**src/rtl/id_ctrl_pkg.sv**
```systemverilog
// Shared definitions for the ID-stage control decoder: opcodes, ALUOp codes,
// the ID/EX control bundle and the issue FSM states.
package id_ctrl_pkg;

    localparam int unsigned OP_W    = 6;
    localparam int unsigned ALUOP_W = 3;
    localparam int unsigned RA_W    = 5;

    localparam logic [OP_W-1:0] OP_R    = 6'b000000;
    localparam logic [OP_W-1:0] OP_ADDI = 6'b001000;
    localparam logic [OP_W-1:0] OP_LW   = 6'b101100;
    localparam logic [OP_W-1:0] OP_SW   = 6'b101101;
    localparam logic [OP_W-1:0] OP_BEQ  = 6'b001010;
    localparam logic [OP_W-1:0] OP_BNE  = 6'b001011;
    localparam logic [OP_W-1:0] OP_J    = 6'b000010;
    localparam logic [OP_W-1:0] OP_JAL  = 6'b000011;
    localparam logic [OP_W-1:0] OP_BLT  = 6'b001110;
    localparam logic [OP_W-1:0] OP_BNEZ = 6'b001100;
    localparam logic [OP_W-1:0] OP_BGEZ = 6'b001101;

    localparam logic [ALUOP_W-1:0] ALU_MEM  = 3'b000;
    localparam logic [ALUOP_W-1:0] ALU_BEQ  = 3'b001;
    localparam logic [ALUOP_W-1:0] ALU_R    = 3'b010;
    localparam logic [ALUOP_W-1:0] ALU_ADDI = 3'b011;
    localparam logic [ALUOP_W-1:0] ALU_BLT  = 3'b100;
    localparam logic [ALUOP_W-1:0] ALU_BGEZ = 3'b101;
    localparam logic [ALUOP_W-1:0] ALU_BNE  = 3'b110;

    typedef struct packed {
        logic               reg_write;
        logic [ALUOP_W-1:0] alu_op;
        logic               alu_src;
        logic               reg_dst;
        logic               branch;
        logic               mem_read;
        logic               mem_write;
        logic               mem_to_reg;
        logic               jump;
        logic               branch_type;
        logic               jal;
        logic               rt_sel;
    } ctrl_t;

    typedef enum logic [0:0] {RUN, SHADOW} state_e;

    // Branches and jumps open the issue shadow.
    function automatic logic is_redirect(input ctrl_t c);
        return c.branch | c.jump;
    endfunction

endpackage

```
**src/rtl/id_ctrl_lut.sv**
```systemverilog
// Pure combinational opcode to control-bundle lookup; legal_o flags known opcodes.
module id_ctrl_lut
    import id_ctrl_pkg::*;
(
    input  logic [OP_W-1:0] op_i,
    output ctrl_t           ctrl_o,
    output logic            legal_o
);

    always_comb begin
        ctrl_o  = '0;
        legal_o = 1'b1;
        case (op_i)
            OP_R: begin
                ctrl_o.reg_write = 1'b1;
                ctrl_o.alu_op    = ALU_R;
                ctrl_o.reg_dst   = 1'b1;
            end
            OP_ADDI: begin
                ctrl_o.reg_write = 1'b1;
                ctrl_o.alu_op    = ALU_ADDI;
                ctrl_o.alu_src   = 1'b1;
            end
            OP_LW: begin
                ctrl_o.reg_write  = 1'b1;
                ctrl_o.alu_op     = ALU_MEM;
                ctrl_o.alu_src    = 1'b1;
                ctrl_o.mem_read   = 1'b1;
                ctrl_o.mem_to_reg = 1'b1;
            end
            OP_SW: begin
                ctrl_o.alu_op    = ALU_MEM;
                ctrl_o.alu_src   = 1'b1;
                ctrl_o.mem_write = 1'b1;
            end
            OP_BEQ: begin
                ctrl_o.branch = 1'b1;
                ctrl_o.alu_op = ALU_BEQ;
            end
            OP_BNE: begin
                ctrl_o.branch      = 1'b1;
                ctrl_o.alu_op      = ALU_BNE;
                ctrl_o.branch_type = 1'b1;
            end
            OP_BLT: begin
                ctrl_o.branch      = 1'b1;
                ctrl_o.alu_op      = ALU_BLT;
                ctrl_o.branch_type = 1'b1;
            end
            OP_BNEZ: begin
                ctrl_o.branch      = 1'b1;
                ctrl_o.alu_op      = ALU_BNE;
                ctrl_o.branch_type = 1'b1;
                ctrl_o.rt_sel      = 1'b1;
            end
            OP_BGEZ: begin
                ctrl_o.branch = 1'b1;
                ctrl_o.alu_op = ALU_BGEZ;
                ctrl_o.rt_sel = 1'b1;
            end
            OP_J: begin
                ctrl_o.jump = 1'b1;
            end
            // jal writes the link register
            OP_JAL: begin
                ctrl_o.jump      = 1'b1;
                ctrl_o.jal       = 1'b1;
                ctrl_o.reg_write = 1'b1;
            end
            default: legal_o = 1'b0;
        endcase
    end

endmodule

```
**src/rtl/id_ctrl_stage.sv**
```systemverilog
// ID/EX control register with ready/valid flow control, load-use stall,
// branch/jump issue shadow, flush and a saturating stall counter.
module id_ctrl_stage
    import id_ctrl_pkg::*;
#(
    parameter int unsigned BR_SHADOW = 2,
    parameter int unsigned CNT_W     = 16
) (
    input  logic             clk_i,
    input  logic             rst_i,
    input  logic             in_valid_i,
    output logic             in_ready_o,
    input  logic [OP_W-1:0]  op_i,
    input  logic [RA_W-1:0]  rs_i,
    input  logic [RA_W-1:0]  rt_i,
    output logic             out_valid_o,
    input  logic             out_ready_i,
    output ctrl_t            ctrl_o,
    output logic [RA_W-1:0]  wr_rt_o,
    input  logic             flush_i,
    input  logic             br_resolve_i,
    output logic             illegal_o,
    output logic [CNT_W-1:0] stall_cnt_o
);

    localparam int unsigned SH_W = $clog2(BR_SHADOW + 1);

    state_e            state_q, state_d;
    logic [SH_W-1:0]   shadow_q, shadow_d;
    logic              valid_q, valid_d;
    ctrl_t             ctrl_q, ctrl_d;
    logic [RA_W-1:0]   wr_rt_q, wr_rt_d;
    logic              illegal_q, illegal_d;
    logic [CNT_W-1:0]  stall_q, stall_d;

    ctrl_t             lut_ctrl;
    logic              lut_legal;
    logic              hazard_c, ready_c, accept_c, hold_c;

    id_ctrl_lut u_lut (
        .op_i    (op_i),
        .ctrl_o  (lut_ctrl),
        .legal_o (lut_legal)
    );

    // Load-use: the lw sitting in ID/EX targets a source of the instruction in ID.
    assign hazard_c = valid_q && ctrl_q.mem_read && (wr_rt_q != '0) &&
                      ((wr_rt_q == rs_i) || (wr_rt_q == rt_i));
    assign hold_c   = valid_q && !out_ready_i;
    assign ready_c  = (state_q == RUN) && !flush_i && !hazard_c && !hold_c;
    assign accept_c = in_valid_i && ready_c;

    always_comb begin
        state_d   = state_q;
        shadow_d  = shadow_q;
        valid_d   = valid_q;
        ctrl_d    = ctrl_q;
        wr_rt_d   = wr_rt_q;
        illegal_d = 1'b0;
        stall_d   = stall_q;

        if (in_valid_i && !ready_c && !flush_i && (stall_q != '1)) begin
            stall_d = stall_q + CNT_W'(1);
        end

        if (flush_i) begin
            valid_d  = 1'b0;
            ctrl_d   = '0;
            wr_rt_d  = '0;
            state_d  = RUN;
            shadow_d = '0;
        end else begin
            if (hold_c) begin
                illegal_d = illegal_q;
            end else if (accept_c && lut_legal) begin
                valid_d = 1'b1;
                ctrl_d  = lut_ctrl;
                wr_rt_d = rt_i;
            end else begin
                valid_d   = 1'b0;
                ctrl_d    = '0;
                wr_rt_d   = '0;
                illegal_d = accept_c;
            end

            case (state_q)
                RUN: begin
                    if (accept_c && lut_legal && is_redirect(lut_ctrl)) begin
                        state_d  = SHADOW;
                        shadow_d = SH_W'(BR_SHADOW);
                    end
                end
                SHADOW: begin
                    if (br_resolve_i || (shadow_q <= SH_W'(1))) begin
                        state_d  = RUN;
                        shadow_d = '0;
                    end else begin
                        shadow_d = shadow_q - SH_W'(1);
                    end
                end
            endcase
        end
    end

    always_ff @(posedge clk_i or negedge rst_i) begin
        if (!rst_i) begin
            state_q   <= RUN;
            shadow_q  <= '0;
            valid_q   <= 1'b0;
            ctrl_q    <= '0;
            wr_rt_q   <= '0;
            illegal_q <= 1'b0;
            stall_q   <= '0;
        end else begin
            state_q   <= state_d;
            shadow_q  <= shadow_d;
            valid_q   <= valid_d;
            ctrl_q    <= ctrl_d;
            wr_rt_q   <= wr_rt_d;
            illegal_q <= illegal_d;
            stall_q   <= stall_d;
        end
    end

    assign in_ready_o  = ready_c;
    assign out_valid_o = valid_q;
    assign ctrl_o      = ctrl_q;
    assign wr_rt_o     = wr_rt_q;
    assign illegal_o   = illegal_q;
    assign stall_cnt_o = stall_q;

endmodule
```
**config.mk**
```make
export PLATFORM = sky130hd
export DESIGN_NAME = id_ctrl_stage
export DESIGN_NICKNAME = d
export VERILOG_FILES = /design/src/rtl/id_ctrl_pkg.sv /design/src/rtl/id_ctrl_lut.sv /design/src/rtl/id_ctrl_stage.sv
export SDC_FILE = /design/constraint.sdc
export NUM_CORES = 1
export LEC_CHECK = 0
export CORE_MARGIN = 2
export CORE_UTILIZATION = 51
export DETAILED_ROUTE_END_ITERATION = 10
export GPL_TIMING_DRIVEN = 0
export HOLD_SLACK_MARGIN = 0.05
export PLACE_DENSITY = 0.95
export SLEW_MARGIN = 20
export SYNTH_ARGS = -nofsm -noshare
export SYNTH_HDL_FRONTEND = slang
export SYNTH_SLANG_ARGS = --single-unit
```
**constraint.sdc**
```tcl
create_clock -name clk_i -period 4.2 [get_ports clk_i]
set_input_delay 1.26 -clock clk_i [delete_from_list [all_inputs] [get_ports clk_i]]
set_output_delay 1.26 -clock clk_i [all_outputs]
set_load 0.02 [all_outputs]
```
==> key figures, run 1 <==
Status
  – Status: finished, final reports clean

Timing
  – Min Tclk post-route: 4.076 ns
  – Final slew viol count: 0
  – Final period util: 0.9705
  – Max Freq: between 200 and 250 MHz
  – Setup Viol. Count Final: 0
  – Actual slew at the worst max-slew pin: 0.4830 ns
  – Max Clock Skew: between 0.007 and 0.008 ns
  – Unrepaired setup endpoints after global routing: false
  – Slew headroom: 0.6750
  – Final hold vios: 0

Power
  – Peak VDD IR: 0.2874 mV
  – Leak pwr: 1.215 nW
  – Cell area power density: 324.4 nW/um2

Logic synthesis
  – Number of synthesized flops with an enable pin: 0
  – Top FF cell, synth: dfrtp_1
  – Mapped Cells: 192
  – Library cells used by synthesis: 44
  – Mean Syn Cell Area: about 11 um2
  – Register bit total from synthesis: 39
  – Mapped Nets: 216
  – Async set-reset flop share out of synthesis: 1.000
  – Synth Cell Area: 2043 um2
  – Yosys warns: 0
  – Register area share after synthesis: 0.4776

Finish
  – ANT cells: 0
  – Final core occ: 0.7286
  – Share of cells above drive strength 1: 0.08846
  – Final std cells w/o fill: 310
  – Synth-to-layout area growth: 39.56%
  – Fin nets: 283

Clock tree
  – Clock Tree Buf Depth: 2
  – Total CTS buffers: 5
  – Worst-path clk slew: 0.07 ns
  – Htree depth: 2
  – Latest clock arrival within the worst-skew pair: 0.30 ns
  – CTS tree: done
  – Sink Count: 39
  – Clk root buf: clkbuf_8
  – # Post-CTS Setup Buffers: 0

Setup path
  – CP arrival: about 2.8 ns
  – Crit-path max cell delay: 0.47 ns
  – Slowest-stage cell, CP: clkdlybuf4s50_1
  – CP Launch Type: primary input
  – WS Path Type: primary input to output port
  – CP Cell Sequence: clkdlybuf4s50_1 > xnor2_1 > nand3_1 > o22ai_4 > a21oi_4 > dlygate4sd2_1
  – CP required: 2.94 ns
  – Max FO, Critical Path: 9
  – Critical path endpoint category: output port

Floorplan
  – Ports: 60
  – Die ar.: roughly 4500 um2
  – DIE WIDTH: 67.30 um
  – Core footprint: 3914 um2
  – Starting density of the core: 0.5221
  – Num rows: 23
  – Die height: 67.30 um

Placement
  – Hpwl dp: approximately 3.5 mm
  – Placed instance count: 302
  – GPL Wtd Cong: 0.8285
  – PortBufs: just under 60

Global routing
  – Vias in the first global route: between 1500 and 2000
  – All-Layer GR Usage: 0.2350
  – First-pass GRT wire length: 7.852 mm
  – Initial antenna violation count: 0
  – Largest net degree at the start of global routing: 22
  – Overflow after GRT: 0

Drt
  – Via density per instance: 5.629
  – WL/cell: roughly 16 um
  – Routed via count: 1745
  – DR DRC count: 0
  – DRT Pass-1 Iters: 4
  – Iteration-0 DRC count of the detailed router: 92
  – DRT Wirelength: 4.811 mm
  – Antenna-violating nets left: 0

Hold path
  – Worst Hold Class: register to register

Run
  – # Max-Cap Violations: 0
cell usage in the layout (no fill, tap or decap), types with 2 or more instances in the layout:
cell             Yosys  final
a21oi_1              3      3
and2_1               4      4
a22o_1              16     16
o21ai_0              2      2
dfrtp_1             39     39
clkdlybuf4s50_1      0     57
buf_2                1      2
nor2b_1              3      3
xnor2_1             21     21
nor2_1               8      7
a32o_1               3      3
or3_1                2      2
clkbuf_1             6      6
inv_1                2      2
nand2_1             16     16
or2_2                2      2
nor3b_1              2      2
nand2b_1             4      4
nand4_1              3      3
ha_1                 2      2
and4_1               3      3
a21oi_4              2      2
xor2_1               5      5
nand3_1             10     10
nor4_1               5      5
nor3_1               4      4
and3_1               5      5
clkbuf_8             0      6
metrics by stage:
stage                     setup WS [ns]  hold slack, ns  TNS [ns]  cell area (um2)  total power [W]
after floorplan                  0.9120          0.4702         0             2043        0.0005143
after global placement          -0.2614          0.4760   -0.2614             2696        0.0006011
after detailed placement        -0.2980          0.4768   -0.2980             2719        0.0006080
after CTS                        0.1277          0.4914         0             2851        0.0009323
after global routing            0.02921          0.5207         0             2851        0.0009686
final                            0.1238          0.4880         0             2851        0.0009250
critical path, delay by kind of cell:
family	cells	cell delay, ns
buf+inv	2	0.82
compound gates	2	0.44
simple gates	1	0.16
xor+xnor	1	0.13
worst paths after layout:
kind	start	end	slack [ns]	cells past startpoint
min in group asynchronous	rst_i	stall_cnt_o[15]$_DFFE_PN0P_	0.92	1
max in group asynchronous	rst_i	ctrl_o[5]$_DFFE_PN0P_	2.82	2
setup / recovery	rs_i[0]	in_ready_o	0.12	6
hold / removal	stall_cnt_o[10]$_DFFE_PN0P_	stall_cnt_o[10]$_DFFE_PN0P_	0.49	1
hold reg to reg	stall_cnt_o[10]$_DFFE_PN0P_	stall_cnt_o[10]$_DFFE_PN0P_	0.49	1
setup reg to reg	wr_rt_o[1]$_DFFE_PN0P_	ctrl_o[10]$_DFFE_PN0P_	2.13	6
synth_stat cells, types with 3 or more instances:
| cell type | count | area, um2 |
|---|---|---|
| a21oi_1 | 3 | 15.01 |
| a22o_1 | 16 | 140.1 |
| a32o_1 | 3 | 30.03 |
| and2_1 | 4 | 25.02 |
| and3_1 | 5 | 31.28 |
| and4_1 | 3 | 26.28 |
| clkbuf_1 | 6 | 22.52 |
| dfrtp_1 | 39 | 975.9 |
| nand2_1 | 16 | 60.06 |
| nand2b_1 | 4 | 25.02 |
| nand3_1 | 10 | 50.05 |
| nand4_1 | 3 | 18.77 |
| nor2_1 | 8 | 30.03 |
| nor2b_1 | 3 | 18.77 |
| nor3_1 | 4 | 20.02 |
| nor4_1 | 5 | 31.28 |
| xnor2_1 | 21 | 183.9 |
| xor2_1 | 5 | 43.79 |
cell type report:
| cell class | count | area, um2 |
|---|---|---|
| fill | 303 | 1062 |
| tap | 50 | 62.56 |
| inverter | 3 | 11.26 |
| clock inverter | 2 | 35.03 |
| clock buffer | 6 | 82.58 |
| buffer | 9 | 46.29 |
| timing repair buffer | 60 | 611.8 |
| multi-input combinational | 141 | 1026 |
| sequential | 39 | 975.9 |
state kept, by name (all words and copies together), names as in the netlist:
name and count:
out_valid_o 1, state_q 1, stall_cnt_o 16, wr_rt_o 5
ctrl_o 13, shadow_q 2, illegal_o 1
metal layers:
layer	GRT usage	up-vias	part of all wire
li1	-	835	-
met1	0.3240	840	0.43
met2	0.3552	62	0.49
met3	0.03500	8	0.058
met4	0.1301	0	0.018
met5	0	-	0
where the power goes:
part | switching [W] | leakage, nW | internal, W
registers | 0.0000248 | 0.537 | 0.000397
logic | 0.0000913 | 0.617 | 0.0000907
clock network | 0.000129 | 0.0612 | 0.000192
total | 0.000245 | 1.22 | 0.000679
repair_timing:
item,CTS,global route
resized for setup,4,0
setup endpoints to repair,1,0
hold buffers,0,0
kinds of logic after synthesis:
family,synth area share
DFF,0.4777
and+or+nand+nor,0.2100
AOI/OAI and AO/OA,0.1500
muxes,0.01041
xor gates and xnor gates,0.1115
adders and majority gates,0.01225
buffers and inverters,0.02817
(Power assumes the default switching activity.)
==> run 2: changes to the inputs <==
--- a/config.mk
+++ b/config.mk
@@ -5,6 +5,7 @@
 export SDC_FILE = /design/constraint.sdc
 export NUM_CORES = 1
 export LEC_CHECK = 0
+export CORE_ASPECT_RATIO = 0.6
 export CORE_MARGIN = 2
 export CORE_UTILIZATION = 51
 export DETAILED_ROUTE_END_ITERATION = 10
==> key figures, run 2 (synthesis gave the netlist of run 1 again) <==
Status
  – Status: finished, final reports clean

Setup path
  – Crit-path max cell delay: 0.47 ns
  – Max FO, Critical Path: 9
  – CP top delay family: buffers and inverters
  – CP Launch Type: primary input
  – R2R Path End: shadow_q[0]$_DFFE_PN0P_
  – CP bufs+invs: 2
  – Slowest-stage cell, CP: clkdlybuf4s50_1
  – CP Cell Sequence: clkdlybuf4s50_1 > xnor2_1 > nand3_1 > o22ai_2 > a21oi_4 > dlygate4sd2_1
  – Worst reg-to-reg setup slack: 2.14 ns
  – Register-to-Register Path Depth: 6
  – WS Path Type: primary input to output port
  – Critical path endpoint category: output port
  – CP arrival: roughly 2.8 ns
  – Reg2reg start: wr_rt_o[1]$_DFFE_PN0P_
  – CP required: 2.94 ns

Power
  – Cell area power density: around 300 nW/um2
  – Total power: 0.0008475 W
  – Leak pwr: roughly 1.2 nW
  – Peak VDD IR: roughly 0.19 mV

Drt
  – WL/cell: 15.94 um
  – Iteration-0 DRC count of the detailed router: around 120
  – Routed via count: 1746
  – DRT Wirelength: ~4.9 mm
  – Antenna-violating nets left: 0
  – Via density per instance: 5.687
  – DR DRC count: 0
  – DRT Pass-1 Iters: 4

Finish
  – Layout filler cell count: 256
  – Max reg flops: 16
  – Final std cells w/o fill: 307
  – Synth-to-layout area growth: 37.60%
  – Share of cells above drive strength 1: 0.08846
  – ANT cells: 0
  – Commonest non-fill, non-tap cell in the layout: clkdlybuf4s50_1
  – Leading cell types in the layout, fill and taps excluded: clkdlybuf4s50_1, dfrtp_1, xnor2_1, nand2_1, a22o_1
  – Fin nets: 283

Timing
  – WHS: 0.4997 ns
  – Final slew viol count: 0
  – Slew headroom: 0.5559
  – Unrepaired setup endpoints after global routing: false
  – Max Clock Skew: 0.005787 ns
  – Actual slew at the worst max-slew pin: 0.6600 ns
  – Final period util: 0.9631
  – Setup Viol. Count Final: 0
  – Min Tclk post-route: 4.045 ns
  – Final hold vios: 0
  – Max Freq: 247.2 MHz

Floorplan
  – Starting density of the core: 0.5458
  – Die height: approximately 53 um
  – Num rows: 17
  – Ports: 60
  – Die ar.: 4545 um2
  – DIE WIDTH: 85.72 um
  – Core footprint: about 3700 um2

Clock tree
  – CTS tree: done
  – Clk root buf: clkbuf_8
  – Hold_buf cts: 0
  – Clock Tree Buf Depth: 2
  – Latest clock arrival within the worst-skew pair: 0.29 ns
  – Total CTS buffers: 5
  – # Post-CTS Setup Buffers: 0
  – Htree depth: 2
  – Sink Count: 39
  – Worst-path clk slew: 0.07 ns

Global routing
  – Largest net degree at the start of global routing: 23
  – First-pass GRT wire length: 7.817 mm
  – Overflow after GRT: 0
  – Initial antenna violation count: 0
  – All-Layer GR Usage: 0.2291
  – Vias in the first global route: 1636

Hold path
  – Hold Path Sink: stall_cnt_o[9]$_DFFE_PN0P_
  – Hold depth: 1
  – Worst Hold Class: register to register
  – HP Start: stall_cnt_o[9]$_DFFE_PN0P_

Placement
  – PortBufs: 59
  – Placed instance count: ~300
  – Hpwl dp: about 3.7 mm
  – GPL Wtd Cong: 0.9089

Run
  – # Max-Cap Violations: 0
run 2: cell types whose count changed in the layout (fill, tap and decap cells not counted):
cell	change
nor2_4	+1
clkbuf_8	-1
o22ai_4	-1
bufinv_16	-1
clkinv_2	+2
nor2_2	-1
o22ai_2	+1
run 2: routing by layer:
metal,routed length (um),global-route usage
met5,0,0
met4,19,0.08201
met3,356,0.05616
met2,2049,0.3203
met1,2468,0.3423
run 2: worst max-delay path by stage:
stage,from,endpoint,slack (ns),cells after the start
2_1_floorplan,rs_i[4],in_ready_o,0.91,4
3_3_place_gp,rt_i[4],in_ready_o,-0.25,6
3_5_place_dp,flush_i,in_ready_o,-0.26,5
4_1_cts,flush_i,in_ready_o,0.13,5
5_1_grt,rs_i[0],in_ready_o,0.05,6
6_report,rs_i[4],in_ready_o,0.15,6
run 2: layout make-up:
cell class	count	area [um2]	area share
tap	47	58.81	0.02092
multi-input combinational	141	1023	0.3640
clock inverter	3	15.01	0.005340
timing repair buffer	60	611.8	0.2176
inverter	3	11.26	0.004005
buffer	9	46.29	0.01647
clock buffer	5	68.82	0.02448
sequential	39	975.9	0.3471
run 2: timing repair:
action,4_1_cts,5_1_grt
endpoints found under the setup margin,1,1
gates resized for setup,3,1
cloned,0,0
run 2: where the power goes:
part | leakage (nW) | total, W | internal (W) | switching, W
Combinational | 0.618 | 0.000181 | 0.0000906 | 0.0000905
Sequential | 0.537 | 0.000423 | 0.000397 | 0.0000262
Clock | 0.0477 | 0.000244 | 0.000114 | 0.000130
run 2: metrics by stage:
step / setup WS (ns) / TNS, ns / utilization / instance area, um2
2_1_floorplan: 0.9120 / 0 / - / 2043
6_report: 0.1549 / 0 / 0.7510 / 2811
5_1_grt: 0.05185 / 0 / 0.7510 / 2811
3_3_place_gp: -0.2515 / -0.2515 / 0.7193 / 2693
4_1_cts: 0.1270 / 0 / 0.7497 / 2806
3_5_place_dp: -0.2627 / -0.2627 / 0.7253 / 2715
